<file path="src/rtl/comm_xtalk_trig.sv">
// ---------------------------------------------------------------------------
// comm_xtalk_trig
//   Per-channel edge counter with terminal-count trigger and post-trigger
//   holdoff. Each monitored level is synchronised by a 3-flop chain. Edges of
//   the selected polarity are counted. When the count reaches term_count
//   (0 means 2^CNT_W), the channel emits a one-cycle trigger. It then ignores
//   edges for `holdoff` cycles and flags any edge that arrives in that window.
//
// Ports
//   inclk       system clock (rising edge)
//   rst_n       asynchronous active-low reset
//   sig_in      [N_CH]        asynchronous monitored levels
//   enable      [N_CH]        per-channel run enable
//   edge_mode   [2]           00 rise, 01 fall, 10 both, 11 none
//   term_count  [CNT_W]       edges per trigger, 0 = 2^CNT_W
//   holdoff     [HOLD_W]      cycles to ignore edges after a trigger
//   clear       [1]           synchronous clear of count/holdoff/missed
//   trig        [N_CH]        one-cycle trigger pulse
//   trig_any    [1]           OR of trig
//   count       [N_CH*CNT_W]  per-channel edge count, channel i at [i*CNT_W +: CNT_W]
//   busy        [N_CH]        channel in HOLD
//   missed      [N_CH]        sticky: an edge arrived during HOLD
// ---------------------------------------------------------------------------
module comm_xtalk_trig #(
  parameter int N_CH   = 4,
  parameter int CNT_W  = 12,
  parameter int HOLD_W = 8
) (
  input  logic                   inclk,
  input  logic                   rst_n,
  input  logic [N_CH-1:0]        sig_in,
  input  logic [N_CH-1:0]        enable,
  input  logic [1:0]             edge_mode,
  input  logic [CNT_W-1:0]       term_count,
  input  logic [HOLD_W-1:0]      holdoff,
  input  logic                   clear,
  output logic [N_CH-1:0]        trig,
  output logic                   trig_any,
  output logic [N_CH*CNT_W-1:0]  count,
  output logic [N_CH-1:0]        busy,
  output logic [N_CH-1:0]        missed
);

  typedef enum logic [1:0] {
    ST_IDLE  = 2'b00,
    ST_COUNT = 2'b01,
    ST_HOLD  = 2'b10
  } state_t;

  logic [N_CH-1:0]   s0_q, s1_q, s2_q;
  logic [N_CH-1:0]   s0_d, s1_d, s2_d;
  state_t            state_q [N_CH];
  state_t            state_d [N_CH];
  logic [CNT_W-1:0]  count_q [N_CH];
  logic [CNT_W-1:0]  count_d [N_CH];
  logic [HOLD_W-1:0] hold_q  [N_CH];
  logic [HOLD_W-1:0] hold_d  [N_CH];
  logic [N_CH-1:0]   trig_q, trig_d;
  logic [N_CH-1:0]   busy_q, busy_d;
  logic [N_CH-1:0]   missed_q, missed_d;
  logic              trig_any_q, trig_any_d;

  logic [N_CH-1:0]   rise_s, fall_s, edge_s;
  logic [CNT_W:0]    term_ext_s;
  logic [CNT_W:0]    next_cnt_s [N_CH];

  // Edge decode on the synchronised pair and terminal value in CNT_W+1 bits
  always_comb begin
    rise_s = s1_q & ~s2_q;
    fall_s = ~s1_q & s2_q;
    case (edge_mode)
      2'b00:   edge_s = rise_s;
      2'b01:   edge_s = fall_s;
      2'b10:   edge_s = rise_s | fall_s;
      2'b11:   edge_s = {N_CH{1'b0}};
      default: edge_s = {N_CH{1'b0}};
    endcase
    // term_count==0 selects 2^CNT_W, which only the carry-out can reach
    if (term_count == {CNT_W{1'b0}}) begin
      term_ext_s = {1'b1, {CNT_W{1'b0}}};
    end else begin
      term_ext_s = {1'b0, term_count};
    end
  end

  // Per-channel next-state: synchroniser shift, IDLE/COUNT/HOLD control
  always_comb begin
    s0_d = sig_in;
    s1_d = s0_q;
    s2_d = s1_q;
    for (int i = 0; i < N_CH; i++) begin
      state_d[i]    = state_q[i];
      count_d[i]    = count_q[i];
      hold_d[i]     = hold_q[i];
      trig_d[i]     = 1'b0;
      missed_d[i]   = missed_q[i];
      next_cnt_s[i] = {1'b0, count_q[i]} + (CNT_W+1)'(1'b1);

      if (!enable[i]) begin
        // Disabled: park in IDLE; missed survives unless explicitly cleared
        state_d[i] = ST_IDLE;
        count_d[i] = {CNT_W{1'b0}};
        hold_d[i]  = {HOLD_W{1'b0}};
        if (clear) begin
          missed_d[i] = 1'b0;
        end else begin
          missed_d[i] = missed_q[i];
        end
      end else if (clear) begin
        // clear wins over any edge or terminal event in the same cycle
        state_d[i]  = ST_COUNT;
        count_d[i]  = {CNT_W{1'b0}};
        hold_d[i]   = {HOLD_W{1'b0}};
        missed_d[i] = 1'b0;
      end else begin
        case (state_q[i])
          ST_IDLE: begin
            state_d[i] = ST_COUNT;
          end
          ST_COUNT: begin
            if (edge_s[i]) begin
              // Exact match only: a count already past a lowered term_count
              // keeps incrementing until it wraps.
              if (next_cnt_s[i] == term_ext_s) begin
                count_d[i] = {CNT_W{1'b0}};
                trig_d[i]  = 1'b1;
                if (holdoff != {HOLD_W{1'b0}}) begin
                  state_d[i] = ST_HOLD;
                  hold_d[i]  = holdoff;
                end else begin
                  state_d[i] = ST_COUNT;
                end
              end else begin
                count_d[i] = next_cnt_s[i][CNT_W-1:0];
              end
            end else begin
              count_d[i] = count_q[i];
            end
          end
          ST_HOLD: begin
            if (edge_s[i]) begin
              missed_d[i] = 1'b1;
            end else begin
              missed_d[i] = missed_q[i];
            end
            // hold_q holds the cycles left including the current one
            if (hold_q[i] <= HOLD_W'(1'b1)) begin
              state_d[i] = ST_COUNT;
              hold_d[i]  = {HOLD_W{1'b0}};
            end else begin
              hold_d[i]  = hold_q[i] - HOLD_W'(1'b1);
            end
          end
          default: begin
            state_d[i] = ST_IDLE;
            count_d[i] = {CNT_W{1'b0}};
            hold_d[i]  = {HOLD_W{1'b0}};
          end
        endcase
      end
      busy_d[i] = (state_d[i] == ST_HOLD);
    end
    trig_any_d = |trig_d;
  end

  // State and output registers, asynchronously reset
  always_ff @(posedge inclk or negedge rst_n) begin
    if (!rst_n) begin
      s0_q       <= {N_CH{1'b0}};
      s1_q       <= {N_CH{1'b0}};
      s2_q       <= {N_CH{1'b0}};
      trig_q     <= {N_CH{1'b0}};
      busy_q     <= {N_CH{1'b0}};
      missed_q   <= {N_CH{1'b0}};
      trig_any_q <= 1'b0;
      for (int i = 0; i < N_CH; i++) begin
        state_q[i] <= ST_IDLE;
        count_q[i] <= {CNT_W{1'b0}};
        hold_q[i]  <= {HOLD_W{1'b0}};
      end
    end else begin
      s0_q       <= s0_d;
      s1_q       <= s1_d;
      s2_q       <= s2_d;
      trig_q     <= trig_d;
      busy_q     <= busy_d;
      missed_q   <= missed_d;
      trig_any_q <= trig_any_d;
      for (int i = 0; i < N_CH; i++) begin
        state_q[i] <= state_d[i];
        count_q[i] <= count_d[i];
        hold_q[i]  <= hold_d[i];
      end
    end
  end

  assign trig     = trig_q;
  assign trig_any = trig_any_q;
  assign busy     = busy_q;
  assign missed   = missed_q;

  for (genvar g = 0; g < N_CH; g++) begin : g_count
    assign count[g*CNT_W +: CNT_W] = count_q[g];
  end

endmodule

</file>
<file path="config.mk">
export PLATFORM = sky130hd
export DESIGN_NAME = comm_xtalk_trig
export DESIGN_NICKNAME = d
export VERILOG_FILES = /design/src/rtl/comm_xtalk_trig.sv
export SDC_FILE = /design/constraint.sdc
export NUM_CORES = 1
export LEC_CHECK = 0
export BUFFER_PORTS_ARGS = -buffer_cell sky130_fd_sc_hd__buf_2
export CAP_MARGIN = 20
export CORE_ASPECT_RATIO = 0.7
export CORE_UTILIZATION = 23
export DETAILED_ROUTE_END_ITERATION = 12
export HOLD_SLACK_MARGIN = 0.1
export PLACE_DENSITY = 0.47
export REMOVE_ABC_BUFFERS = 1
export SKIP_CTS_REPAIR_TIMING = 1
export SLEW_MARGIN = 20
export SYNTH_ARGS = -nofsm -noshare
export SYNTH_HDL_FRONTEND = slang
export SYNTH_SLANG_ARGS = --single-unit
</file>
<file path="constraint.sdc">
create_clock -name inclk -period 7.8 [get_ports inclk]
set_input_delay 0.78 -clock inclk [delete_from_list [all_inputs] [get_ports inclk]]
set_output_delay 0.78 -clock inclk [all_outputs]
set_load 0.03 [all_outputs]
</file>
### Word-level counts from Yosys, hierarchy flattened

Cells that the tools add are included.

| storage, ports and cells | value |
|---|---|
| register bits | 113 |
| input port bits | 33 |
| output and inout port bits | 61 |
| logic and storage cells | 223 |

| cells by class | value |
|---|---|
| $add $sub $neg | 8 |
| magnitude comparators | 4 |
| equality and inequality tests | 39 |
| mux-type cells | 109 |
| bitwise logic cells | 5 |
| reductions and logical operators | 36 |

Operators with widths:

| cell | number |
|---|---|
| 12-bit 2-to-1 mux | 16 |
| 8-bit 2-to-1 mux | 21 |
| 12-bit one-hot mux with 2 select lines | 4 |
| 8-bit one-hot mux with 3 select lines | 4 |
| 12-bit by 1-bit adder with 13-bit output, second input constant | 4 |
| 13-bit == test | 4 |
| 4-bit inequality test, second input constant | 12 |
| 2-bit 2-to-1 mux | 21 |
| 1-bit 2-to-1 mux | 37 |
| 8-bit by 1-bit less-or-equal comparator with 1-bit output, second input constant | 4 |
| 8-bit by 1-bit subtractor with 8-bit output, second input constant | 4 |
| 2-bit one-hot mux with 3 select lines | 4 |
| 2-bit nonzero test | 12 |
| 2-bit == test, second input constant | 10 |
| 4-bit one-hot mux with 4 select lines | 1 |
| 4-bit AND reduction | 4 |
| 13-bit 2-to-1 mux | 1 |
| 12-bit logical NOT | 1 |
| 3-bit by 2-bit inequality test with 1-bit output, second input constant | 4 |
| 3-bit inequality test, second input constant | 4 |
| 3-bit AND reduction | 4 |
| 2-bit by 1-bit == test with 1-bit output, second input constant | 5 |
| 2-bit logical NOT | 5 |
| 4-bit bitwise AND | 2 |
| other kinds (6) | 13 |

### Depth between registers and ports, before layout

Gate-level depths: netlist of run 1.

| logic depth | value |
|---|---|
| word-level depth | 9 |
| mapped depth | 12 |
| depth with buffers taken out | 9 |

### Worst setup path after synthesis of run 1

No wires, ideal clock.

| timing path | value |
|---|---|
| path type | input -> register |
| from | in term_count[1] |
| to | reg state_q[0] in the netlist's numbering |
| library setup time | 0.129 ns |
| data arrival time | 3.102 ns |
| data required time | 7.671 ns |
| setup slack | 4.568 ns |
| stages | 9 |
| buffers on the path | 1 |
| cells stage by stage | clkbuf_8 or4_4 nor3_4 or3_1 a41o_1 or4b_4 o21ai_2 a21oi_2 o41a_1 |

RTL lines:

| element | line | RTL |
|---|---|---|
| from (decl) | 34 | `input logic [CNT_W-1:0] term_count,` |
| to (signal, indexed assignment) | 190 | `state_q[i] <= state_d[i];` |
| to (decl) | 52 | `state_t state_q [N_CH];` |

### Worst setup path after layout of run 1

| timing path | value |
|---|---|
| from | reg count_q (netlist bit count[27]) |
| to | reg count_q (netlist bit count[24]) |

| on the way | value |
|---|---|
| word-level cells in the longest chain between the ends | 7 |

Ends and longest elaborated chain:

| element | line | RTL |
|---|---|---|
| from (decl) | 54 | `logic [CNT_W-1:0] count_q [N_CH];` |
| from (signal, indexed assignment) | 178 | `count_q[i] <= {CNT_W{1'b0}};` |
| from (signal, indexed assignment) | 191 | `count_q[i] <= count_d[i];` |
| 12-bit by 1-bit adder with 13-bit output | 97 | `next_cnt_s[i] = {1'b0, count_q[i]} + (CNT_W+1)'(1'b1);` |
| 13-bit == test | 124 | `if (next_cnt_s[i] == term_ext_s) begin` |
| 12-bit 2-to-1 mux | 124 |  |
| 12-bit 2-to-1 mux | 121 | `if (edge_s[i]) begin` |
| 12-bit one-hot mux with 2 select lines | 116 | `case (state_q[i])` |
| 12-bit 2-to-1 mux | 109 | `end else if (clear) begin` |
| 12-bit 2-to-1 mux | 99 | `if (!enable[i]) begin` |

Every way passes these cells. The select of a mux whose other input is x is not followed.
A chain may end at the register's enable or synchronous reset.

==> flow_summary_export.csv, run 1 <==
group,metric,value,unit
cells_and_area,antennaDiodeCount,0,
global_route,grt_pass1_wl,46390,um
cts,clockBufferDepth,2,
timing,setup_viol,0,
synthesis,synth_top_family_by_area,"simple AND/OR/NAND/NOR gates",
synthesis,async_reset_ff_frac,1.000,
worst_setup_path,r2r_slack,4.18,ns
synthesis,synth_top_area_frac,0.3235,
worst_setup_path,r2r_start,"count[27]",
power_and_ir_drop,ir_drop,0.0001398,V
synthesis,synthCells,1014,
worst_hold_path,hp-class,"input port to async pin",
synthesis,synth_compound_area_frac,0.2358,
flow_run,cap_violations,0,
synthesis,avgSynthCellArea,8.620,sq um
synthesis,synth_cell_type_count,100,
worst_setup_path,path_class,"flop to flop",
floorplanning,placementRows,59,
power_and_ir_drop,power_density,167.3,nW/um^2
synthesis,synth_edf_count,0,
routing,vias,8171,
timing,tns,0,ns
global_route,gr-usage-all-layers,0.1571,
place,place_congestion,0.8317,
synthesis,ys_ff_latch,113,
cells_and_area,fin_util,0.2696,
worst_setup_path,critPathArrivalTime,3.95,ns
routing,drc,0,
global_route,grt_max_degree,49,
worst_setup_path,regToRegEndpoint,"count[24]",
worst_setup_path,r2r.worst_path.cells,8,
routing,drt-pass1-iter-count,5,
cts,cts_root_buf,"clkbuf_16",
worst_setup_path,start_kind,"flop",
power_and_ir_drop,leakage,4.101,nW
timing,worst_pin_slew,0.8929,ns
synthesis,syn-cell-area,8741,sq um
cts,clk-insertion-delay-late,0.44,ns
global_route,gr-total-overflow,0,
timing,fmax,276.0,MHz
floorplanning,initial_core_util,0.2345,
synthesis,yosysMostFrequentCell,"dfrtp_1",
cts,htreeDepth,4,
synthesis,ys_seq_area_frac,0.3235,
cells_and_area,syn2layout_area_growth,15.00,%
worst_setup_path,cp_max_fo,14,
cts,cts_buffers,17,
place,port_buffers,93,
timing,finalCriticalPeriod,3.623,ns
synthesis,synth_top_area_cell,"dfrtp_1",
cells_and_area,drive_above_1_share,0.1607,
synthesis,synth_area_leaders,"dfrtp_1 (32%), ha_1 (5.2%), o21ai_0 (4.5%)",
worst_setup_path,worst_setup_path_end_kind,"flop",
synthesis,yosysWarnings,0,
worst_setup_path,crit_end,"count[24]",
timing,fin_skew,0.007810,ns
routing,drtIter0Drc,866,
worst_setup_path,startpoint,"count[27]",
synthesis,synth_fa_ha_area_frac,0.05153,
floorplanning,floorplan.die_area,38800,sq um
worst_setup_path,required,8.12,ns
cts,clk_pin_slew,0.06,ns
floorplanning,io_pins,94,
synthesis,muxShareOfSynthArea,0.01904,
cts,cts_sinks,113,
global_route,grt_pass1_vias,7542,
floorplanning,die_h,165.1,um
floorplanning,die_width,235.0,um
routing,vias_per_cell,5.201,
synthesis,yosys_most_used_dff,"dfrtp_1",
timing,rsz0062_at_grt,"no",
status,outcome,"complete, no violations",
floorplanning,core_area,37280,sq um
routing,routed_wl,30260,um
cts,cts_tree,"done",
timing,hold_viol,0,
place,dp_hpwl,22580,um
cells_and_area,nFillCells,3935,
timing,post-route-period-util,0.4645,
timing,finalMaxSlewViolations,0,
synthesis,synth_xor_area_frac,0.05969,
synthesis,synthSimpleGateAreaFrac,0.2375,
global_route,antenna_found_initial,0,
cells_and_area,fin_nets,1139,
routing,ant_nets,0,
synthesis,ys_top_cells_by_count,"dfrtp_1 (113), nand2_1 (92), o21ai_0 (78), nor2_1 (62), inv_1 (50)",
timing,max_slew_margin,0.4047,
routing,wl_per_cell,19.26,um
[registers in the layout (all words and copies together) (netlist names)]
name and flops:
s1_q 4, state_q 8, busy 4, trig 4, s2_q 4, count 48
trig_any 1, hold_q 32, missed 4, s0_q 4
[layout make-up]
type                            count  area (sq um)  share of cell area
Clock buffer                       19         442.9             0.04406
Clock inverter                     13         210.2             0.02091
Inverter                           50         187.7             0.01867
Multi-Input combinational cell    791          5275              0.5248
Sequential cell                   113          2828              0.2813
Tap cell                          488         610.6             0.06074
Timing Repair Buffer               97         498.0             0.04954
[worst max-delay path, stage by stage (launching register included)]
cell,delay [ns]
dfrtp_1,0.56
nand4_2,0.39
or3_1,0.47
a211o_1,0.32
a2111o_1,0.40
nor4_4,0.33
or2_1,0.50
nor2_2,0.20
mux2_2,0.33
[cells by family (layout without fill, tap and decap cells)]
family          count (synthesis)  in the layout
fa+ha+maj                      36             36
flops                         113            113
simple gates                  381            381
compound gates                300            300
xor+xnor                       58             58
buf+inv                       110            179
mux                            16             16
[through the flow]
stage	total power [mW]	area (sq um)	hold WS [ns]	setup WS [ns]	instances
3_5_place_dp	0.8043	9399	0.3386	4.030	1539
6_report	1.682	10050	0.2742	4.177	1571
3_3_place_gp	0.8037	9399	0.3367	4.089	1539
2_1_floorplan	0.7207	8290	0.3312	4.397	954
5_1_grt	1.750	10050	0.2998	3.923	1571
4_1_cts	1.705	10050	0.2770	4.215	1571
[layer usage]
metal / track usage / wire length (um) / vias to the layer above
li1: - / - / 3863
met1: 0.2387 / 15450 / 4014
met2: 0.2128 / 12360 / 263
met3: 0.04072 / 2057 / 31
met4: 0.04246 / 386 / 0
met5: 0 / 0 / -
[report_power, final]
group	internal, mW	switching [mW]	total (mW)
Sequential	0.594	0.00913	0.603
Combinational	0.0612	0.131	0.193
Clock	0.574	0.312	0.887
[placed cells by master (no fill, tap or decap), types with 15 or more instances in the layout]
cell         n
dfrtp_1    113
nand2_1     92
buf_2       92
o21ai_0     78
nor2_1      62
inv_1       50
a21oi_1     45
xnor2_1     39
nor3_1      38
ha_1        36
nand3_1     33
nand2b_1    24
nor4_1      23
a31oi_1     21
xor2_1      18
o31ai_1     17
clkbuf_16   17
and3_1      15
[worst min path at each step]
| stage | to | slack (ns) | cells after the start |
|---|---|---|---|
| floorplan | s1_q[0] | 0.33 | 0 |
| global placement | s1_q[1] | 0.34 | 0 |
| detailed placement | s1_q[0] | 0.34 | 0 |
| CTS | count[37] | 0.28 | 1 |
| global route | busy[0] | 0.30 | 1 |
| finish | busy[0] | 0.27 | 1 |
Note: power is estimated with default switching activity, not from simulation.
==> run 2, diff against run 1 <==
--- a/config.mk
+++ b/config.mk
@@ -11,7 +11,7 @@
 export CORE_UTILIZATION = 23
 export DETAILED_ROUTE_END_ITERATION = 12
 export HOLD_SLACK_MARGIN = 0.1
-export PLACE_DENSITY = 0.47
+export PLACE_DENSITY = 0.48
 export REMOVE_ABC_BUFFERS = 1
 export SKIP_CTS_REPAIR_TIMING = 1
 export SLEW_MARGIN = 20
==> constraint.sdc (replaced) <==
create_clock -name inclk -period 2.9 [get_ports inclk]
set_input_delay 0.29 -clock inclk [delete_from_list [all_inputs] [get_ports inclk]]
set_output_delay 0.29 -clock inclk [all_outputs]
set_load 0.03 [all_outputs]
==> run 2 against run 1 <==
Net effect:
- flip-flop and latch count unchanged
- first-iteration DRC count is 5.7% lower
- non-clock buffer count rose by 128
- critical path type unchanged
- largest power group unchanged
==> flow_summary_export.csv, run 2 (same netlist as run 1, synthesis figures left out) <==
group,metric,value,unit
status,outcome,"complete, no violations",
floorplanning,die_h,165.1,um
floorplanning,io_pins,94,
floorplanning,die_width,235.0,um
cells_and_area,antennaDiodeCount,0,
power_and_ir_drop,p_seq_frac,0.357,
worst_setup_path,r2r.worst_path.cells,9,
place,port_buffers,93,
timing,fmax,352.7,MHz
floorplanning,core_area,37280,sq um
timing,post-route-period-util,0.9776,
timing,final.setup.worst_slack,0.06502,ns
worst_setup_path,start_kind,"flop",
worst_hold_path,hp-class,"input port to flop",
worst_setup_path,path_class,"flop to flop",
routing,vias,8615,
floorplanning,placementRows,59,
global_route,grt_pass1_wl,47010,um
worst_setup_path,regToRegEndpoint,"busy[3]",
worst_hold_path,min-delay-start,"enable[1]",
cells_and_area,fin_area,11190,sq um
global_route,grt_pass1_vias,7892,
global_route,gr-usage-all-layers,0.1577,
power_and_ir_drop,leakage,4.792,nW
power_and_ir_drop,power_density,405.2,nW/um^2
routing,drtIter0Drc,817,
timing,setup_viol,0,
power_and_ir_drop,switchingPower,1.238,mW
cts,clockBufferDepth,2,
global_route,gr-total-overflow,0,
flow_run,cap_violations,0,
cells_and_area,largest_reg_flops,48,
timing,rsz0062_at_grt,"yes",
power_and_ir_drop,p_comb_frac,0.131,
floorplanning,floorplan.die_area,38800,sq um
cts,htreeDepth,4,
timing,worst_pin_slew,0.7111,ns
global_route,antenna_found_initial,0,
cts,clk-insertion-delay-late,0.45,ns
cts,cts_buffers,17,
floorplanning,initial_core_util,0.2345,
routing,ant_nets,0,
worst_setup_path,required,3.21,ns
worst_hold_path,hold_end,"state_q[4]",
place,dp_cells,1659,
timing,tns,0,ns
cells_and_area,syn2layout_area_growth,28.06,%
routing,drt-pass1-iter-count,5,
place,placed_cell_area,10350,sq um
cts,cts_sinks,113,
timing,fin_skew,0.01262,ns
worst_hold_path,hold_depth,3,
worst_setup_path,critPathArrivalTime,3.15,ns
cells_and_area,layout_common_cells,"buf_4 (123), dfrtp_1 (111), buf_2 (92)",
global_route,grt_max_degree,49,
routing,vias_per_cell,5.071,
cells_and_area,final_cells,1699,
timing,finalMaxSlewViolations,0,
power_and_ir_drop,switching_share,0.2729,
cells_and_area,drive_above_1_share,0.2675,
power_and_ir_drop,intPower,3.298,mW
place,dp_hpwl,23320,um
routing,routed_wl,30680,um
place,place_congestion,0.8991,
cells_and_area,final_common_cell,"buf_4",
worst_setup_path,startpoint,"count[36]",
worst_setup_path,r2r_slack,0.07,ns
cells_and_area,fin_nets,1267,
power_and_ir_drop,p_clk_frac,0.511,
timing,max_slew_margin,0.5259,
routing,drc,0,
cts,cts_tree,"done",
worst_setup_path,worst_setup_path_end_kind,"flop",
timing,finalCriticalPeriod,2.835,ns
worst_setup_path,r2r_start,"count[36]",
power_and_ir_drop,ir_drop,0.0003653,V
place,place_ws,-0.1179,ns
routing,wl_per_cell,18.06,um
worst_setup_path,cp_max_fo,3,
cts,cts_root_buf,"clkbuf_16",
timing,hold_viol,0,
cts,clk_pin_slew,0.06,ns
cells_and_area,nFillCells,3943,
[run 2: changes by cell type in the layout (fill, tap and decap cells not counted), moves of 3 or more]
cell           before  now
dlygate4sd3_1       0    5
o311ai_1            1    4
buf_4               5  123
o311ai_0            4    1
nand3_2             0    3
nand3_1            33   30
buf_12              0    4
[run 2: stage by stage]
step	utilization	total power, mW	hold WS [ns]
5_1_grt	0.3003	4.702	0.1293
4_1_cts	0.2947	4.559	-0.08018
6_report	0.3003	4.536	0.1270
2_1_floorplan	-	1.938	-0.005591
3_5_place_dp	0.2776	2.223	0.3355
3_3_place_gp	0.2776	2.223	0.3360
[run 2: worst max path at each step]
stage                  to  slack, ns  cells past startpoint
2_1_floorplan  hold_q[26]      -0.44                      9
3_3_place_gp     count[9]      -0.10                     11
3_5_place_dp     trig_any      -0.12                     11
4_1_cts           busy[3]      -0.15                      9
5_1_grt           busy[3]      -0.05                      9
6_report          busy[3]       0.07                      9
[run 2: cell type report]
cell class,instances,area (sq um),share of cell area
well taps,488,610.6,0.05455
clock buffers,19,452.9,0.04047
repair buffers,225,1525,0.1363
flip-flops and latches,113,2830,0.2529
inverters,50,187.7,0.01677
clock inverters,13,183.9,0.01643
multi-input cells,791,5403,0.4827
[run 2: power by group through the flow]
stage	Sequential, mW	Clock [mW]	Combinational, mW
after floorplan	1.65	0	0.291
after global placement	1.65	0	0.575
after detailed placement	1.65	0	0.576
after CTS	1.62	2.36	0.579
after global routing	1.62	2.43	0.653
final	1.62	2.32	0.595
[run 2: layer usage]
metal / vias up / wire, um / global-route usage
li1: 4118 / - / -
met1: 4189 / 15540 / 0.2361
met2: 280 / 12410 / 0.2188
met3: 28 / 2310 / 0.03807
met4: 0 / 421 / 0.04695
met5: - / 0 / 0
[run 2: worst max-delay path: stages, from the launching register on]
cell	delay, ns
dfrtp_1	0.38
ha_2	0.30
xor2_1	0.15
a211oi_2	0.27
o2111a_1	0.25
o2111ai_2	0.18
or4b_4	0.56
nor3_4	0.19
o21ai_2	0.09
a2111oi_2	0.35
==> run 3, diff against run 2 <==
--- a/config.mk
+++ b/config.mk
@@ -8,10 +8,10 @@
 export BUFFER_PORTS_ARGS = -buffer_cell sky130_fd_sc_hd__buf_2
 export CAP_MARGIN = 20
 export CORE_ASPECT_RATIO = 0.7
-export CORE_UTILIZATION = 23
+export CORE_UTILIZATION = 31
 export DETAILED_ROUTE_END_ITERATION = 12
 export HOLD_SLACK_MARGIN = 0.1
-export PLACE_DENSITY = 0.48
+export PLACE_DENSITY = 0.58
 export REMOVE_ABC_BUFFERS = 1
 export SKIP_CTS_REPAIR_TIMING = 1
 export SLEW_MARGIN = 20
==> run 3 against run 2 <==
Net effect:
- utilization grew 9.6 points
- sequential share of layout area grew 0.47 points
- sequential power barely moved
- hold slack better by 0.0039 ns
==> flow_summary_export.csv, run 3 (same netlist as run 1, synthesis figures left out) <==
group,metric,value,unit
status,outcome,"complete, no violations",
timing,rsz0062_at_grt,"yes",
power_and_ir_drop,ir_drop,0.0002991,V
timing,hold_viol,0,
place,port_buffers,93,
power_and_ir_drop,power_density,406.3,nW/um^2
worst_setup_path,path_class,"flop to flop",
timing,fmax,347.0,MHz
timing,post-route-period-util,0.9938,
timing,max_slew_margin,0.4656,
worst_setup_path,cp_max_fo,4,
worst_setup_path,required,3.22,ns
worst_setup_path,cp.depth,8,
cells_and_area,antennaDiodeCount,0,
place,dp_hpwl,21180,um
cells_and_area,layout_common_cells,"dfrtp_1 (110), buf_4 (106), buf_2 (92)",
worst_setup_path,cp_cell_sequence,"xnor2_1 > or3_1 > a211o_1 > a2111o_1 > nor4_4 > buf_4 > a41oi_4 > a2111oi_4",
cts,cts_root_buf,"clkbuf_16",
routing,routed_wl,28860,um
cells_and_area,fin_area,10990,sq um
routing,met2_length,12090,um
cells_and_area,fin_util,0.3960,
routing,ant_nets,0,
timing,worst_pin_slew,0.8016,ns
cells_and_area,nFillCells,2777,
worst_hold_path,hp-class,"input port to flop",
worst_setup_path,critPathSlowestCell,"a2111o_1",
global_route,gr-usage-all-layers,0.1966,
cts,clk_pin_slew,0.06,ns
floorplanning,core_area,27760,sq um
cts,cts_tree,"done",
routing,top_layer,"met4",
routing,drt-pass1-iter-count,5,
routing,vias,8682,
global_route,grt_pass1_wl,44040,um
cts,cts_sinks,113,
cells_and_area,final_common_cell,"dfrtp_1",
timing,finalCriticalPeriod,2.882,ns
global_route,gr-total-overflow,0,
routing,met1_length,14380,um
cts,clk-insertion-delay-late,0.44,ns
global_route,grt_pass1_vias,7784,
timing,finalHoldWorstSlack,0.1309,ns
floorplanning,die_h,142.5,um
cts,cts_buffers,17,
worst_setup_path,cp_top_family,"compound AO/OA/AOI/OAI gates",
global_route,grt_max_degree,91,
routing,drtIter0Drc,649,
place,place_congestion,0.8994,
worst_setup_path,timing.critical_path.buf_inv,1,
worst_setup_path,start_kind,"flop",
worst_setup_path,worst_setup_path_end_kind,"flop",
worst_hold_path,hold_depth,2,
floorplanning,io_pins,94,
worst_setup_path,r2r.worst_path.cells,8,
cells_and_area,fin_nets,1250,
floorplanning,initial_core_util,0.3149,
floorplanning,placementRows,51,
global_route,antenna_found_initial,0,
cts,clockBufferDepth,2,
routing,wl_met3,2074,um
flow_run,cap_violations,0,
routing,vias_per_cell,5.548,
power_and_ir_drop,leakage,4.713,nW
floorplanning,die_width,202.7,um
floorplanning,floorplan.die_area,28880,sq um
routing,drc,0,
cells_and_area,largest_reg_flops,48,
cells_and_area,syn2layout_area_growth,25.75,%
timing,setup_viol,0,
worst_setup_path,critPathArrivalTime,3.20,ns
routing,wl_per_cell,18.44,um
timing,finalMaxSlewViolations,0,
cts,htreeDepth,4,
timing,fin_skew,0.01223,ns
worst_setup_path,slowest_delay,0.45,ns
cells_and_area,drive_above_1_share,0.2621,
place,placed_cell_area,10030,sq um
-- run 3: per-stage QoR --
step           total power [mW]  instances  TNS (ns)  setup WS [ns]
2_1_floorplan             1.938        954    -5.850        -0.4450
3_3_place_gp              2.195       1520    -2.008        -0.1272
3_5_place_dp              2.200       1520    -2.917        -0.1690
4_1_cts                   4.454       1552  -0.06750       -0.02028
5_1_grt                   4.623       1565   -0.9931       -0.09060
6_report                  4.466       1565         0        0.01791
-- run 3: power by group --
group | leakage, nW | total [mW] | internal, mW | switching, mW
sequential | 1.54 | 1.62 | 1.60 | 0.0219
clock | 0.286 | 2.25 | 1.38 | 0.866
combinational | 2.89 | 0.598 | 0.220 | 0.378
-- run 3: layer usage --
layer | vias to the layer above | GRT usage
met2 | 314 | 0.2705
met5 | - | 0
met1 | 4255 | 0.2982
li1 | 4085 | -
met4 | 0 | 0.04907
met3 | 28 | 0.05060
-- run 3: final cells by class --
type	instances	area (sq um)	area share
clock inverter	14	180.2	0.01639
inverter	50	187.7	0.01707
sequential	113	2831	0.2576
clock buffer	18	439.2	0.03995
tap	371	464.2	0.04223
multi-input combinational	791	5478	0.4983
timing repair buffer	208	1411	0.1284
-- run 3: path summary, 6_finish.rpt --
path / from / to / slack [ns]
hold reg to reg: s0_q[2] / s1_q[2] / 0.35
setup / recovery: count[33] / busy[2] / 0.02
hold / removal: clear / missed[0] / 0.13
setup reg to reg: count[33] / busy[2] / 0.02
min in group asynchronous: rst_n / s0_q[1] / 0.30
max in group asynchronous: rst_n / count[43] / 1.75
